==> src/rtl/ab_arb_pkg.sv <==
// Shared encodings for the A/B round-robin arbiter.
// Latency: n/a (types and constants only).
// Backpressure: n/a.
//
// State encoding keeps gnt_a = state[0] and gnt_b = state[1], so both grants
// can never be high together.
package ab_arb_pkg;

  typedef enum logic [1:0] {
    ARB_IDLE  = 2'b00,
    ARB_GNT_A = 2'b01,
    ARB_GNT_B = 2'b10
  } arb_state_t;

  localparam logic OWN_A = 1'b0;
  localparam logic OWN_B = 1'b1;

endpackage

==> src/rtl/ab_hold_counter.sv <==
// Saturating count of consecutive cycles the current owner has held its grant.
// Latency: clr/en act at the next edge; at_limit is decoded from the register.
// Backpressure: none; the counter stops at MAX_HOLD-1 until cleared.
//
// Ports:
//   clk, rst   clock (rising edge) and asynchronous active-high reset
//   clr        restart the count at 0 next edge (takes priority over en)
//   en         advance the count by one (ignored once saturated)
//   at_limit   count has reached MAX_HOLD-1
module ab_hold_counter #(
  parameter int MAX_HOLD = 8
) (
  input  logic clk,
  input  logic rst,
  input  logic clr,
  input  logic en,
  output logic at_limit
);

  localparam int CW = $clog2(MAX_HOLD);
  localparam logic [CW-1:0] LIMIT = CW'(MAX_HOLD - 1);

  logic [CW-1:0] cnt_q, cnt_d;

  assign at_limit = (cnt_q == LIMIT);

  always_comb begin
    cnt_d = cnt_q;
    if (clr) begin
      cnt_d = '0;
    end else if (en && !at_limit) begin
      cnt_d = cnt_q + CW'(1);
    end
  end

  always_ff @(posedge clk or posedge rst) begin
    if (rst) begin
      cnt_q <= '0;
    end else begin
      cnt_q <= cnt_d;
    end
  end

endmodule

==> src/rtl/ab_rr_arbiter.sv <==
// Two-requester round-robin arbiter; grant held until the owner drops its request.
// Latency: request sampled at edge N, grant visible right after edge N.
// Backpressure: requests are not queued; a request dropped before being granted is lost.
//
// Ports:
//   clk, rst        clock (rising edge) and asynchronous active-high reset
//   req_a, req_b    level requests, held high while the resource is needed
//   gnt_a, gnt_b    registered grants, mutually exclusive
//   busy            gnt_a | gnt_b
//   owner           0 = A, 1 = B while busy, else 0
//   preempt         one-cycle pulse alongside the first cycle of a forced handoff
//
// Optional feature macro ARB_TIMEOUT_EN: limits a grant to MAX_HOLD consecutive
// cycles when the other side is waiting. Without it preempt is tied 0 and a
// grant lasts as long as its owner requests.
module ab_rr_arbiter
  import ab_arb_pkg::*;
#(
  parameter int MAX_HOLD = 8
) (
  input  logic clk,
  input  logic rst,
  input  logic req_a,
  input  logic req_b,
  output logic gnt_a,
  output logic gnt_b,
  output logic busy,
  output logic owner,
  output logic preempt
);

  if (MAX_HOLD < 2) begin : g_bad_max_hold
    $error("ab_rr_arbiter: MAX_HOLD must be >= 2");
  end

  arb_state_t state_q, state_d;
  logic       last_q, last_d;   // side that most recently gave up the resource

`ifdef ARB_TIMEOUT_EN
  logic preempt_q, preempt_d;
  logic at_limit;
  logic hold_clr;
  logic hold_en;

  // Count restarts on every grant change, so a forced handoff gives the new
  // owner a full MAX_HOLD window.
  assign hold_clr = (state_d != state_q) || (state_q == ARB_IDLE);
  assign hold_en  = (state_q != ARB_IDLE);

  ab_hold_counter #(
    .MAX_HOLD (MAX_HOLD)
  ) u_hold_counter (
    .clk      (clk),
    .rst      (rst),
    .clr      (hold_clr),
    .en       (hold_en),
    .at_limit (at_limit)
  );
`endif

  always_comb begin
    state_d = state_q;
    last_d  = last_q;
`ifdef ARB_TIMEOUT_EN
    preempt_d = 1'b0;
`endif
    case (state_q)
      ARB_IDLE: begin
        if (req_a && (!req_b || last_q == OWN_B)) begin
          state_d = ARB_GNT_A;
        end else if (req_b) begin
          state_d = ARB_GNT_B;
        end
      end
      ARB_GNT_A: begin
        if (!req_a) begin
          // Zero-bubble handoff when B is already waiting.
          state_d = req_b ? ARB_GNT_B : ARB_IDLE;
        end
`ifdef ARB_TIMEOUT_EN
        else if (at_limit && req_b) begin
          state_d   = ARB_GNT_B;
          preempt_d = 1'b1;
        end
`endif
      end
      ARB_GNT_B: begin
        if (!req_b) begin
          state_d = req_a ? ARB_GNT_A : ARB_IDLE;
        end
`ifdef ARB_TIMEOUT_EN
        else if (at_limit && req_a) begin
          state_d   = ARB_GNT_A;
          preempt_d = 1'b1;
        end
`endif
      end
      default: begin
        state_d = ARB_IDLE;
      end
    endcase

    if (state_q == ARB_GNT_A && state_d != ARB_GNT_A) begin
      last_d = OWN_A;
    end else if (state_q == ARB_GNT_B && state_d != ARB_GNT_B) begin
      last_d = OWN_B;
    end
  end

  // last resets to B so that A wins the first tie.
  always_ff @(posedge clk or posedge rst) begin
    if (rst) begin
      state_q <= ARB_IDLE;
      last_q  <= OWN_B;
    end else begin
      state_q <= state_d;
      last_q  <= last_d;
    end
  end

`ifdef ARB_TIMEOUT_EN
  always_ff @(posedge clk or posedge rst) begin
    if (rst) begin
      preempt_q <= 1'b0;
    end else begin
      preempt_q <= preempt_d;
    end
  end

  assign preempt = preempt_q;
`else
  assign preempt = 1'b0;
`endif

  // Moore decode straight from the state register.
  assign gnt_a = (state_q == ARB_GNT_A);
  assign gnt_b = (state_q == ARB_GNT_B);
  assign busy  = gnt_a | gnt_b;
  assign owner = gnt_b ? OWN_B : OWN_A;

endmodule
==> config.mk <==
export PLATFORM = sky130hd
export DESIGN_NAME = ab_rr_arbiter
export DESIGN_NICKNAME = d
export VERILOG_FILES = /design/src/rtl/ab_arb_pkg.sv /design/src/rtl/ab_hold_counter.sv /design/src/rtl/ab_rr_arbiter.sv
export SDC_FILE = /design/constraint.sdc
export NUM_CORES = 1
export LEC_CHECK = 0
export ABC_CLOCK_PERIOD_IN_PS = 3110
export CORE_AREA = 5 5 42 44
export CTS_BUF_LIST = sky130_fd_sc_hd__clkbuf_4 sky130_fd_sc_hd__clkbuf_8 sky130_fd_sc_hd__clkbuf_16
export CTS_CLUSTER_DIAMETER = 80
export CTS_CLUSTER_SIZE = 25
export DETAILED_ROUTE_END_ITERATION = 8
export DIE_AREA = 0 0 47 49
export SLEW_MARGIN = 10
export SYNTH_ARGS = -nofsm -noshare
export SYNTH_HDL_FRONTEND = slang
export SYNTH_SLANG_ARGS = --single-unit
==> constraint.sdc <==
create_clock -name clk -period 3.11 [get_ports clk]
set_clock_uncertainty 0.05 [all_clocks]
set_input_delay 0.622 -clock clk [delete_from_list [all_inputs] [get_ports clk]]
set_output_delay 0.622 -clock clk [all_outputs]
set_load 0.01 [all_outputs]
==> results of run 1 <==
power groups by stage:
| stage | Combinational, W | Clock [W] | Sequential [W] |
|---|---|---|---|
| 4_1_cts | 0.000255 | 0.0000791 | 0.0000847 |
| 2_1_floorplan | 0.000182 | 0 | 0.0000790 |
| 3_5_place_dp | 0.000253 | 0 | 0.0000851 |
| 5_1_grt | 0.000281 | 0.0000823 | 0.0000891 |
| 3_3_place_gp | 0.000253 | 0 | 0.0000850 |
| 6_report | 0.000252 | 0.0000744 | 0.0000846 |
per-stage QoR:
step                instances  power, W  util [%]
floorplan                  35  0.000261         -
global placement           55  0.000338      28.5
detailed placement         55  0.000338      28.5
CTS                        59  0.000419      30.6
global route               59  0.000452      30.6
finish                     59  0.000411      30.6
worst paths after layout:
path | from | to | slack (ns) | depth (start not counted)
max | state_q[0] | gnt_b | 0.80 | 3
min | rst | state_q[1] | 0.51 | 2
max reg2reg | state_q[0] | last_q | 1.30 | 6
min reg2reg | last_q | last_q | 0.51 | 2
max in group asynchronous | rst | last_q | 2.30 | 2
min in group clk | last_q | last_q | 0.51 | 2
logic make-up after synthesis:
family                   after synthesis  synth area share (%)
flip-flops                             3                  22.8
other                                  1                  1.12
adder cells (fa/ha/maj)                4                  14.9
multiplexers                           2                  7.46
buffers and inverters                  6                  11.2
AND/OR/NAND/NOR                        8                  13.4
AO/OA/AOI/OAI                         11                  29.1
cell type report:
type	count	area, um^2	area share (%)
sequential	3	76.3	17.8
timing repair buffer	7	70.1	16.3
multi-input combinational	26	221	51.6
clock buffer	4	30.0	7.00
inverter	3	11.3	2.62
tap	16	20.0	4.66
flip-flops by register name (all words and copies together) (netlist names):
name / count
state_q: 2
last_q: 1
metal layers:
metal / up-vias / wire length, um
met5: - / 0
met4: 0 / 0
met3: 0 / 48
met2: 7 / 250
met1: 116 / 308
li1: 139 / -
cell usage in the layout, fill, tap and decap left out, types with 2 or more instances in the layout:
cell	netlist	routed
clkdlybuf4s50_1	0	7
nand2_1	2	2
clkbuf_4	0	4
inv_1	3	3
nor2_1	2	2
ha_1	4	4
nor2b_1	2	2
dfrtp_1	2	2
worst register-to-register path: stages, from the launching register on:
cell and delay, ns:
dfrtp_1 0.46, inv_1 0.10, ha_1 0.24, a21boi_1 0.14
o21ai_1 0.25, nand2_1 0.10, a2111oi_2 0.37
==> results.md, run 1 <==
- Status: complete, no violations
- Num CTS Buffers: 3
- # fillers: 155
- Detailed Route WL: 606 um
- Setup Fix Bufs, Post-CTS: 0
- Sequential Power Share: 20.6%
- Antenna cells: 0
- Sw frac: 38.6%
- Clock network power share: 18.1%
- DP Wirelength: 480 um
- Internal power: 0.000252 W
- Most common cell in the netlist: ha_1
- Mapped Cells: 35
- Layout Nets: 52
- CORE AREA: 1400 um^2
- Die extent in y: 49 um
- Final hold vios: 0
- Total GRT Usage: 6.00%
- Area delta synth->final: 28.0%
- Drt pass-1 iters: 4
- Die footprint: 2300 um^2
- DP Area: 399 um^2
- Combinational Power Share: 61.3%
- Synth Net Count: 43
- Synth cell count leaders: ha_1 (4), inv_1 (3)
- CTS tree: done
- Vias per Instance: 4.44
- Starting Density: 23.9%
- Yosys reg bits: 3
- Largest net degree at the start of global routing: 9
- F_max: 434 MHz
- Final setup margin: 0.804 ns
- Peak supply drop: 0.000373 V
- WHS: 0.507 ns
- Unrepaired setup endpoints after global routing: false
- Peak per-stage delay on the critical path: 0.58 ns
- Vias in the first global route: 252
- Total gr overflow: 0
- Share of layout cells above drive strength 1: 23.3%
- First-pass GRT wire length: 986 um
- CTS HTree Levels: 1
- Period utilisation layout: 74.2%
- Area share of the largest cell type after synthesis: 14.9%
- M1 GR Usage: 8.20%
- Post-DRT Antenna Nets: 0
- Buffer and inverter count on the worst path: 2
- Leading area contributor after synthesis: dfrtp_1
- Top_reg_cell synth: dfrtp_1
- Crit path DAT: 1.63 ns
- Mean Syn Cell Area: 9.58 um^2
- Die W: 47 um
- Clock sink count: 3
- Clock-pin transition on the worst setup and hold timing paths: 0.03 ns
- DR WL/cell: 10.3 um
- Synth area leaders: dfrtp_1 (15%), ha_1 (15%), dfstp_2 (7.8%)
- Post-place setup slack: 0.860 ns
- Worst-path cell chain: inv_1 > ha_1 > clkdlybuf4s50_1
- Initial DRC count: 2
- GR Layer Usage met3: 2.58%
- Setup TNS: 0 ns
- Max stage delay cell, worst path: clkdlybuf4s50_1
- Initial antenna violation count: 0
- Crit end category: output pin
- Mapped cell area: 335 um^2
- Most Crowded Layer GR: met1
- Ys async rst share: 100%
- Max cap viols: 0
- Post-synthesis cell type count: 25
- Design area: 429 um^2
- Setup Viol. Count Final: 0
- Final Max Slew Viols: 0
- CTS resizes: 0
- Drc violations: 0
- Number of port buffers: 7
- Crit path max fanout: 7
- GP Congestion: 0.732
- Register area share after synthesis: 22.8%
- Number of flops mapped to enable cells by yosys: 0
- WP data required: 2.44 ns
- PD cells: 957 nW/um^2
- Synth warnings: 0
- Fin crit period: 2.31 ns
- Worst hold path type: in -> async
- Clk buf depth: 2
- Leak pwr: 0.190 nW
- GRT met2 Usage: 7.24%
- Kind of critical path: reg -> out
- Crit path max-delay family: buffers and inverters
- FP Rows: 14
- Skew-Pair Late Insertion Delay: 0.23 ns
- Critical path launch point type: register
- Via count: 262
- Post-CTS Hold Buffers: 0
- Switching power total: 0.000159 W
- Ports: 9
- Root Buffer: clkbuf_4
Power figures use the tool's default switching activity.
==> run 2, diff against run 1 <==
--- a/config.mk
+++ b/config.mk
@@ -5,7 +5,7 @@
 export SDC_FILE = /design/constraint.sdc
 export NUM_CORES = 1
 export LEC_CHECK = 0
-export ABC_CLOCK_PERIOD_IN_PS = 3110
+export ABC_CLOCK_PERIOD_IN_PS = 2390
 export CORE_AREA = 5 5 42 44
 export CTS_BUF_LIST = sky130_fd_sc_hd__clkbuf_4 sky130_fd_sc_hd__clkbuf_8 sky130_fd_sc_hd__clkbuf_16
 export CTS_CLUSTER_DIAMETER = 80
==> constraint.sdc (replaced) <==
create_clock -name clk -period 2.39 [get_ports clk]
set_clock_uncertainty 0.05 [all_clocks]
set_input_delay 0.478 -clock clk [delete_from_list [all_inputs] [get_ports clk]]
set_output_delay 0.478 -clock clk [all_outputs]
set_load 0.01 [all_outputs]
==> run 2 against run 1 <==
Register-to-register slack worse by 0.74 ns. First-iteration DRC count down 50%. Routed wire length up 5.3%. Setup slack worse by 0.57 ns. Clock-buffer cell count unchanged. Power up 30%. Critical path depth unchanged.
==> results.md, run 2 (same netlist as run 1, synthesis figures left out) <==
- FP Rows: 14
- Drc violations: 0
- Worst-path cell chain: inv_1 > ha_1 > clkdlybuf4s50_1
- Drt pass-1 iters: 2
- Inst Count DP: 55
- Total GRT Usage: 6.06%
- First-pass GRT wire length: 993 um
- F_max: 464 MHz
- WP data required: 1.86 ns
- Max cap viols: 0
- Critical path depth: 3
- Initial DRC count: 1
- Post-CTS Hold Buffers: 0
- DR WL/cell: 10.8 um
- Skew-Pair Late Insertion Delay: 0.23 ns
- Biggest register: state_q
- Design area: 429 um^2
- Most common cell after layout, fill and taps aside: clkdlybuf4s50_1
- Clock-pin transition on the worst setup and hold timing paths: 0.03 ns
- Max reg flops: 2
- Num CTS Buffers: 3
- Final Max Slew Viols: 0
- FF-to-FF path depth: 6
- Post-DRT Antenna Nets: 0
- Initial antenna violation count: 0
- Layout Cells excl Fill: 59
- CORE AREA: 1400 um^2
- Kind of critical path: reg -> out
- Number of port buffers: 7
- DP Wirelength: 493 um
- Area delta synth->final: 28.0%
- Crit path DAT: 1.63 ns
- Via count: 255
- Clock sink count: 3
- Root Buffer: clkbuf_4
- Final core occ: 30.6%
- Clk buf depth: 2
- Fin crit period: 2.16 ns
- CTS resizes: 0
- Detailed Route WL: 638 um
- Most frequent cells in the layout: clkdlybuf4s50_1 (7), ha_1 (4), clkbuf_4 (4)
- Max stage delay cell, worst path: clkdlybuf4s50_1
- Unrepaired setup endpoints after global routing: false
- Largest net degree at the start of global routing: 9
- Peak supply drop: 0.000426 V
- Die footprint: 2300 um^2
- Die extent in y: 49 um
- Die W: 47 um
- Status: complete, no violations
- Crit path max-delay family: buffers and inverters
- Register Area: 76.3 um^2
- Post-place setup slack: 0.268 ns
- Top flop regs: state_q x2, last_q x1
- DP Area: 399 um^2
- Starting Density: 23.9%
- Setup TNS: 0 ns
- Worst hold path type: in -> async
- Buffer and inverter count on the worst path: 2
- Final setup margin: 0.235 ns
- Total gr overflow: 0
- CTS tree: done
- PD cells: 1240 nW/um^2
- GP Congestion: 0.728
- Share of layout cells above drive strength 1: 23.3%
- Peak per-stage delay on the critical path: 0.57 ns
- Setup Fix Bufs, Post-CTS: 0
- Vias in the first global route: 238
- Antenna cells: 0
- Ports: 9
- Layout Nets: 52
- Critical path launch point type: register
- Period utilisation layout: 90.2%
- Crit end category: output pin
- Area occupied by multi-input gates: 221 um^2
- Setup Viol. Count Final: 0
- Vias per Instance: 4.32
- Final hold vios: 0
- # fillers: 161
- Crit path max fanout: 7
- CTS HTree Levels: 1
- Leak pwr: 0.190 nW
-- run 2: cell counts in the layout (fill, tap and decap cells not counted) --
No cell type changed its count.
-- run 2: power by group --
part	switching, W	total, W	internal, W
clock	0.0000234	0.0000971	0.0000737
combinational	0.000153	0.000326	0.000173
sequential	0.0000295	0.000111	0.0000814
-- run 2: layout make-up --
type,instances,share of cell area [%]
clock buffer,4,7.00
inverter,3,2.62
multi-input combinational,26,51.6
sequential,3,17.8
tap,16,4.66
timing repair buffer,7,16.3
-- run 2: worst paths after layout --
kind,endpoint,slack (ns),startpoint
worst max-delay path,gnt_b,0.23,state_q[0]
worst min-delay path,state_q[0],0.36,rst
worst max register to register,last_q,0.56,state_q[0]
worst min register to register,last_q,0.50,last_q
max in group asynchronous,last_q,1.73,rst
min in group clk,last_q,0.50,last_q
-- run 2: metal layers --
metal	GRT usage (%)	wire (um)	up-vias
li1	-	-	139
met1	7.28	287	111
met2	8.37	313	5
met3	2.58	37	0
met4	4.15	0	0
met5	0	0	-
-- run 2: per-stage QoR --
step / hold WS [ns] / power [W]
6_report: 0.361 / 0.000534
5_1_grt: 0.367 / 0.000581
4_1_cts: 0.355 / 0.000546
3_5_place_dp: 0.503 / 0.000441
3_3_place_gp: 0.499 / 0.000437
2_1_floorplan: 0.181 / 0.000340
-- run 2: worst reg2reg max path: stages, from the launching register on --
cell and delay [ns]:
dfrtp_1 0.47, inv_1 0.10, ha_1 0.25, a21boi_1 0.14, o21ai_1 0.25, nand2_1 0.11, a2111oi_2 0.36
==> run 3, diff against run 2 <==
--- a/config.mk
+++ b/config.mk
@@ -6,6 +6,7 @@
 export NUM_CORES = 1
 export LEC_CHECK = 0
 export ABC_CLOCK_PERIOD_IN_PS = 2390
+export CAP_MARGIN = 20
 export CORE_AREA = 5 5 42 44
 export CTS_BUF_LIST = sky130_fd_sc_hd__clkbuf_4 sky130_fd_sc_hd__clkbuf_8 sky130_fd_sc_hd__clkbuf_16
 export CTS_CLUSTER_DIAMETER = 80
==> results of run 3 <==
The final DEF is identical to that of run 2; final timing and power are the same.
